==> src/rtl/cpu_pkg.sv <==
// Shared definitions for the 8-bit core control path: opcodes, writeback
// selector codes, sequencer state encoding and instruction field positions.
package cpu_pkg;

    // Opcodes (instr[15:12]); 1..7 are ALU operations
    localparam logic [3:0] OP_NOP = 4'd0;
    localparam logic [3:0] OP_LDI = 4'd8;
    localparam logic [3:0] OP_MOV = 4'd9;
    localparam logic [3:0] OP_LD  = 4'd10;
    localparam logic [3:0] OP_ST  = 4'd11;
    localparam logic [3:0] OP_JMP = 4'd12;
    localparam logic [3:0] OP_JZ  = 4'd13;
    localparam logic [3:0] OP_JAL = 4'd14;
    localparam logic [3:0] OP_HLT = 4'd15;

    // Writeback selector codes
    localparam logic [2:0] SEL_RESULT = 3'd0;
    localparam logic [2:0] SEL_DATAIN = 3'd1;
    localparam logic [2:0] SEL_NUM    = 3'd2;
    localparam logic [2:0] SEL_ADDR   = 3'd3;
    localparam logic [2:0] SEL_RY     = 3'd4;

    // Instruction field positions for a 16-bit instruction word
    localparam int OPC_MSB  = 15;
    localparam int OPC_LSB  = 12;
    localparam int RX_MSB   = 11;
    localparam int RX_LSB   = 9;
    localparam int RSVD_BIT = 8;
    localparam int NUM_MSB  = 7;
    localparam int NUM_LSB  = 0;
    localparam int RY_MSB   = 2;
    localparam int RY_LSB   = 0;

    typedef enum logic [2:0] {
        ST_FETCH  = 3'd0,
        ST_DECODE = 3'd1,
        ST_EXEC   = 3'd2,
        ST_MEM    = 3'd3,
        ST_WB     = 3'd4,
        ST_HALT   = 3'd5
    } state_e;

    // Coarse instruction class used to pick the state after DECODE
    typedef enum logic [2:0] {
        CLS_NOP    = 3'd0,
        CLS_ALU    = 3'd1,
        CLS_WB     = 3'd2,
        CLS_MEM    = 3'd3,
        CLS_BRANCH = 3'd4,
        CLS_HALT   = 3'd5
    } op_class_e;

endpackage

==> src/rtl/opcode_decode.sv <==
// Pure combinational opcode classifier: instruction class, writeback
// selector source, and memory/branch flags.
module opcode_decode
    import cpu_pkg::*;
(
    input  logic [3:0] opcode,
    output op_class_e  cls,
    output logic [2:0] wb_sel,
    output logic       is_mem,
    output logic       is_branch
);

    // Map each opcode to its class and writeback source
    always_comb begin
        cls       = CLS_ALU;
        wb_sel    = SEL_RESULT;
        is_mem    = 1'b0;
        is_branch = 1'b0;
        case (opcode)
            OP_NOP: cls = CLS_NOP;
            OP_LDI: begin
                cls    = CLS_WB;
                wb_sel = SEL_NUM;
            end
            OP_MOV: begin
                cls    = CLS_WB;
                wb_sel = SEL_RY;
            end
            OP_LD: begin
                cls    = CLS_MEM;
                wb_sel = SEL_DATAIN;
                is_mem = 1'b1;
            end
            OP_ST: begin
                cls    = CLS_MEM;
                is_mem = 1'b1;
            end
            OP_JMP, OP_JZ: begin
                cls       = CLS_BRANCH;
                is_branch = 1'b1;
            end
            OP_JAL: begin
                cls    = CLS_WB;
                wb_sel = SEL_ADDR;
            end
            OP_HLT: cls = CLS_HALT;
            default: begin
                cls    = CLS_ALU;
                wb_sel = SEL_RESULT;
            end
        endcase
    end

endmodule

==> src/rtl/control_sequencer.sv <==
// Multi-cycle control FSM: fetches into IR, then sequences decode, execute,
// data-memory access and writeback, driving datapath enables.
module control_sequencer
    import cpu_pkg::*;
#(
    parameter int MEM_TIMEOUT = 15,
    parameter int INSTR_W     = 16
) (
    input  logic               clk,
    input  logic               rst_n,
    input  logic [INSTR_W-1:0] instr,
    input  logic               instr_valid,
    input  logic               mem_ready,
    input  logic               zero,
    output logic               fetch_req,
    output logic               pc_inc,
    output logic               pc_load,
    output logic [2:0]         c_sel,
    output logic [2:0]         rx_addr,
    output logic [2:0]         ry_addr,
    output logic [7:0]         num,
    output logic [2:0]         alu_op,
    output logic               reg_we,
    output logic               mem_rd,
    output logic               mem_wr,
    output logic               halted,
    output logic               bus_error
);

    // Last wait-counter value allowed before the access is declared dead
    localparam logic [7:0] TIMEOUT_LAST = 8'(MEM_TIMEOUT - 1);

    state_e             state_q, state_d;
    logic [INSTR_W-1:0] ir_q, ir_d;
    logic [7:0]         wait_cnt_q, wait_cnt_d;
    logic               bus_error_q, bus_error_d;

    logic [3:0] opcode;
    op_class_e  cls;
    logic [2:0] wb_sel;
    logic       is_mem;
    logic       is_branch;
    logic       unused_rsvd;

    assign opcode      = ir_q[OPC_MSB:OPC_LSB];
    assign rx_addr     = ir_q[RX_MSB:RX_LSB];
    assign ry_addr     = ir_q[RY_MSB:RY_LSB];
    assign num         = ir_q[NUM_MSB:NUM_LSB];
    assign bus_error   = bus_error_q;
    // Reserved bit is carried in IR but has no meaning
    assign unused_rsvd = ir_q[RSVD_BIT];

    opcode_decode u_decode (
        .opcode    (opcode),
        .cls       (cls),
        .wb_sel    (wb_sel),
        .is_mem    (is_mem),
        .is_branch (is_branch)
    );

    // State, IR, wait counter and sticky error flag; reset abandons any access
    always_ff @(posedge clk or negedge rst_n) begin
        if (!rst_n) begin
            state_q     <= ST_FETCH;
            ir_q        <= '0;
            wait_cnt_q  <= '0;
            bus_error_q <= 1'b0;
        end else begin
            state_q     <= state_d;
            ir_q        <= ir_d;
            wait_cnt_q  <= wait_cnt_d;
            bus_error_q <= bus_error_d;
        end
    end

    // Next-state logic and control outputs; everything forced low during reset
    always_comb begin
        state_d     = state_q;
        ir_d        = ir_q;
        wait_cnt_d  = wait_cnt_q;
        bus_error_d = bus_error_q;
        fetch_req   = 1'b0;
        pc_inc      = 1'b0;
        pc_load     = 1'b0;
        c_sel       = SEL_RESULT;
        alu_op      = 3'd0;
        reg_we      = 1'b0;
        mem_rd      = 1'b0;
        mem_wr      = 1'b0;
        halted      = 1'b0;

        case (state_q)
            ST_FETCH: begin
                fetch_req = 1'b1;
                if (instr_valid) begin
                    ir_d    = instr;
                    pc_inc  = 1'b1;
                    state_d = ST_DECODE;
                end
            end
            ST_DECODE: begin
                wait_cnt_d = '0;
                case (cls)
                    CLS_ALU:  state_d = ST_EXEC;
                    CLS_WB:   state_d = ST_WB;
                    CLS_MEM:  state_d = is_mem ? ST_MEM : ST_FETCH;
                    CLS_BRANCH: begin
                        // JMP always loads; JZ only when the ALU flag is set
                        pc_load = is_branch && ((opcode == OP_JMP) || zero);
                        state_d = ST_FETCH;
                    end
                    CLS_HALT: state_d = ST_HALT;
                    default:  state_d = ST_FETCH;
                endcase
            end
            ST_EXEC: begin
                alu_op  = opcode[2:0];
                state_d = ST_WB;
            end
            ST_MEM: begin
                mem_rd = (opcode == OP_LD);
                mem_wr = (opcode == OP_ST);
                // A completion in the timeout cycle still counts as success
                if (mem_ready) begin
                    wait_cnt_d = '0;
                    state_d    = (opcode == OP_LD) ? ST_WB : ST_FETCH;
                end else if (wait_cnt_q == TIMEOUT_LAST) begin
                    bus_error_d = 1'b1;
                    state_d     = ST_HALT;
                end else begin
                    wait_cnt_d = wait_cnt_q + 8'd1;
                end
            end
            ST_WB: begin
                reg_we  = 1'b1;
                c_sel   = wb_sel;
                // JAL: Rx captures the return address in the same edge the PC jumps
                pc_load = (opcode == OP_JAL);
                state_d = ST_FETCH;
            end
            ST_HALT: halted = 1'b1;
            default: state_d = ST_FETCH;
        endcase

        if (!rst_n) begin
            fetch_req = 1'b0;
            pc_inc    = 1'b0;
            pc_load   = 1'b0;
            c_sel     = SEL_RESULT;
            alu_op    = 3'd0;
            reg_we    = 1'b0;
            mem_rd    = 1'b0;
            mem_wr    = 1'b0;
            halted    = 1'b0;
        end
    end

endmodule

==> config.mk <==
export PLATFORM = sky130hd
export DESIGN_NAME = control_sequencer
export DESIGN_NICKNAME = d
export VERILOG_FILES = /design/src/rtl/cpu_pkg.sv /design/src/rtl/opcode_decode.sv /design/src/rtl/control_sequencer.sv
export SDC_FILE = /design/constraint.sdc
export NUM_CORES = 1
export LEC_CHECK = 0
export BUFFER_PORTS_ARGS = -buffer_cell sky130_fd_sc_hd__buf_4
export CELL_PAD_IN_SITES_DETAIL_PLACEMENT = 1
export CELL_PAD_IN_SITES_GLOBAL_PLACEMENT = 1
export CORE_MARGIN = 2
export CORE_UTILIZATION = 40
export CTS_BUF_LIST = sky130_fd_sc_hd__clkbuf_16
export CTS_CLUSTER_DIAMETER = 80
export DETAILED_ROUTE_END_ITERATION = 10
export GPL_TIMING_DRIVEN = 0
export HOLD_SLACK_MARGIN = 0.05
export MAX_ROUTING_LAYER = met4
export PLACE_DENSITY_LB_ADDON = 0.1
export SYNTH_ARGS = -nofsm -noshare
export SYNTH_HDL_FRONTEND = slang
export SYNTH_SLANG_ARGS = --single-unit
==> constraint.sdc <==
create_clock -name clk -period 4.3 [get_ports clk]
set_input_delay 0.86 -clock clk [delete_from_list [all_inputs] [get_ports clk]]
set_output_delay 0.86 -clock clk [all_outputs]
set_load 0.05 [all_outputs]
==> results.cfg <==
[status]
outcome = complete, no violations

[detailed_routing]
routed_wl_mm = 3.745
1st_iter_drt_viols = 59
drt_pre_antenna_iters = 4
ant_nets = 0
vias_per_cell = 5.163
drc = 0
post_detailed_route_wirelength_per_cell_um = 14.86
vias = 1301

[critical_path]
critical_path_buf_inv_count = 2
critPathCaptureType = output pin
slowest_delay_ns = 0.39
cp_slowest_cell = sky130_fd_sc_hd__or3_1
path_max_fanout = 30
cpMostUsedCell = sky130_fd_sc_hd__buf_4
crit_arrival_ns = 2.39
rr_startpoint = state_q[1]
timing.critical_path.cells = buf_4 > nor2b_1 > nand2_1 > or3_1 > nor3_1 > buf_4
cp_top_family = simple AND/OR/NAND/NOR gates
startpoint_type = primary input
worst-endpoint-required_ns = 3.44
timing.setup.critical_path_class = primary input to output pin
critical_path.startpoint = rst_n

[synthesis]
synth_area_per_cell_um2 = 9.789
synth_cell_type_count = 34
yosys.area.top_type_share_pct = 45.11
synth_top_cells_by_count = sky130_fd_sc_hd__dfrtp_1 (27), sky130_fd_sc_hd__buf_4 (14), sky130_fd_sc_hd__nand2_1 (14)
netlist.top_cell.by_area = sky130_fd_sc_hd__dfrtp_1
ys_top_cells_by_area = sky130_fd_sc_hd__dfrtp_1 (45%), sky130_fd_sc_hd__mux2_2 (9.0%), sky130_fd_sc_hd__buf_4 (7.0%), sky130_fd_sc_hd__o21ai_0 (3.7%), sky130_fd_sc_hd__nand2_1 (3.5%)
synthMostInstantiatedCell = sky130_fd_sc_hd__dfrtp_1
synth-seq-cells = 27
synth_top_flop_cell = sky130_fd_sc_hd__dfrtp_1
synth-edff-count = 0
gate_count_after_technology_mapping = 153
syn-cell-area_um2 = 1498
ys_seq_area_share_pct = 45.11
synth.net_count = 176
synth_warnings = 0
synthArstFlopShare_pct = 100.0

[clock_tree]
clk_latency_ns = 0.26
cts_tree = done
ctsLongestPathBuffers = 2
cts.root.buffer_cell = sky130_fd_sc_hd__clkbuf_16
clk_transition_reported_paths_ns = 0.07
clock-sinks = 27
cts_max_level = 1
tritoncts.num_buffers = 3
hold_buffers = 0
postCtsSetupBuffers = 0
cts-resized-gates = 0

[layout]
layout.nets = 228
post_synthesis_to_final_layout_area_growth_pct = 33.42
diodes = 0
multiInputGateArea_um2 = 671.9
n_fill_cell = 436
storage_element_area_um2 = 675.6
layout-drive-gt1-share_pct = 43.14
finalCoreUtilization_pct = 54.99

[global_route]
global_route.overflow_total = 0
antenna_violations_before_repair = 0
grt_pass1_vias = 1367
grt_util_all_layers_pct = 19.62
grt_start_max_net_pins = 31
grt_first_pass_wirelength_mm = 6.285

[timing]
worstMarginPinSlew_ns = 0.3919
worst_clock_skew_ns = 0.003141
maxSlewViolCount = 0
final_report_setup_violation_count = 0
peak_clock_frequency_supported_by_timing_mhz = 307.6
hold_viol_final = 0
rsz0062_at_grt = false
fin_tns_setup_ns = 0
fin_crit_sh_pct = 75.60
layout_min_cycle_time_ns = 3.251
timing.max_slew.rel_slack_pct = 73.87

[placed_design]
dp_hpwl_mm = 2.884
global_placement_routability_congestion = 0.8918
portBuffers = 47

[worst_hold_path]
holdCritStartpoint = bus_error
hold_path.class = register to register

[floorplan]
die_h_um = 65.19
initial_utilization_pct = 41.22
floorplan.io_pins = 49
die_w_um = 65.19
rows = 22
die_area_um2 = 4250
fp.coreArea_um2 = 3633

[power_and_ir_drop]
cellPowerDensity_nw_per_um2 = 753.1
static-leakage-power_uw = 0.0009421
vdd_ir_drop_max_uv = 334.3

[job]
drv_cap = 0
-- worst reg2reg max path: stages, from the launching register on --
cell                      delay, ns
sky130_fd_sc_hd__dfrtp_1       0.36
sky130_fd_sc_hd__buf_2         0.17
sky130_fd_sc_hd__nor2_1        0.23
sky130_fd_sc_hd__and3_1        0.22
sky130_fd_sc_hd__buf_2         0.23
sky130_fd_sc_hd__buf_2         0.26
sky130_fd_sc_hd__mux2_2        0.36
-- layout by cell type (no fill, tap or decap), types with 2 or more instances in the layout --
cell / Yosys / final
sky130_fd_sc_hd__buf_4: 14 / 61
sky130_fd_sc_hd__a21oi_1: 9 / 9
sky130_fd_sc_hd__inv_1: 7 / 7
sky130_fd_sc_hd__nand2b_1: 3 / 3
sky130_fd_sc_hd__nor3_1: 7 / 7
sky130_fd_sc_hd__mux2_2: 12 / 12
sky130_fd_sc_hd__buf_2: 4 / 4
sky130_fd_sc_hd__nor2b_1: 5 / 5
sky130_fd_sc_hd__clkbuf_16: 0 / 3
sky130_fd_sc_hd__nor2_1: 5 / 5
sky130_fd_sc_hd__o22ai_1: 2 / 2
sky130_fd_sc_hd__a31oi_1: 2 / 2
sky130_fd_sc_hd__and3_1: 5 / 5
sky130_fd_sc_hd__ha_1: 2 / 2
sky130_fd_sc_hd__o21ai_0: 11 / 11
sky130_fd_sc_hd__dfrtp_1: 27 / 27
sky130_fd_sc_hd__nand3_1: 3 / 3
sky130_fd_sc_hd__o31ai_1: 4 / 4
sky130_fd_sc_hd__nand2_1: 14 / 14
-- report_power, final --
group          total [uW]  internal [uW]  switching [uW]
clock                 219            127            92.5
combinational         874            340             533
sequential            412            343            69.1
total                1500            810             695
-- path summary, 6_finish.rpt --
path | endpoint | slack [ns] | depth (start not counted)
hold reg to reg | bus_error | 0.47 | 1
hold / removal | bus_error | 0.47 | 1
max in group asynchronous | ir_q[7] | 3.50 | 1
setup reg to reg | ir_q[9] | 2.36 | 6
setup / recovery | mem_rd | 1.05 | 6
min in group asynchronous | wait_cnt_q[3] | 0.51 | 1
-- layer usage --
layer / vias up / wire [um] / global-route usage, %
met3: 4 / 126 / 2.055
met5: - / 0 / -
met4: 0 / 52 / 7.813
met1: 640 / 1576 / 23.22
met2: 29 / 1988 / 34.31
li1: 628 / - / -
-- through the flow --
| step | total power (uW) | area, um2 | hold WS, ns | setup slack, ns | cells |
|---|---|---|---|---|---|
| after floorplan | 1063 | 1503 | 0.4467 | 0.01576 | 153 |
| after global placement | 1267 | 1916 | 0.4458 | 1.076 | 248 |
| after detailed placement | 1298 | 1916 | 0.4552 | 1.049 | 248 |
| after CTS | 1519 | 1998 | 0.4714 | 1.034 | 252 |
| after global routing | 1592 | 1998 | 0.4909 | 0.9150 | 252 |
| final | 1505 | 1998 | 0.4676 | 1.049 | 252 |
-- flip-flops by register name, summed over array words and instances, names as in the netlist --
signal / flops
bus_error: 1
ir_q: 15
state_q: 3
wait_cnt_q: 8
-- cells by family (layout without fill, tap and decap cells) --
group,Yosys count,after routing,share of synthesized area (%)
mux,13,13,9.691
compound gates,33,33,13.37
buf+inv,26,77,10.36
fa+ha+maj,2,2,1.671
flops,27,27,45.11
xor+xnor,1,1,0.5849
simple gates,51,51,19.21
-- area by class of cell --
class | count | share of cell area [%]
well taps | 48 | 3.006
clock buffers | 3 | 3.757
inverters | 7 | 1.315
clock inverters | 1 | 0.3757
flip-flops and latches | 27 | 33.81
repair buffers | 47 | 17.66
multi-input cells | 100 | 33.63
plain buffers | 19 | 6.450
Power figures use the tool's default switching activity.
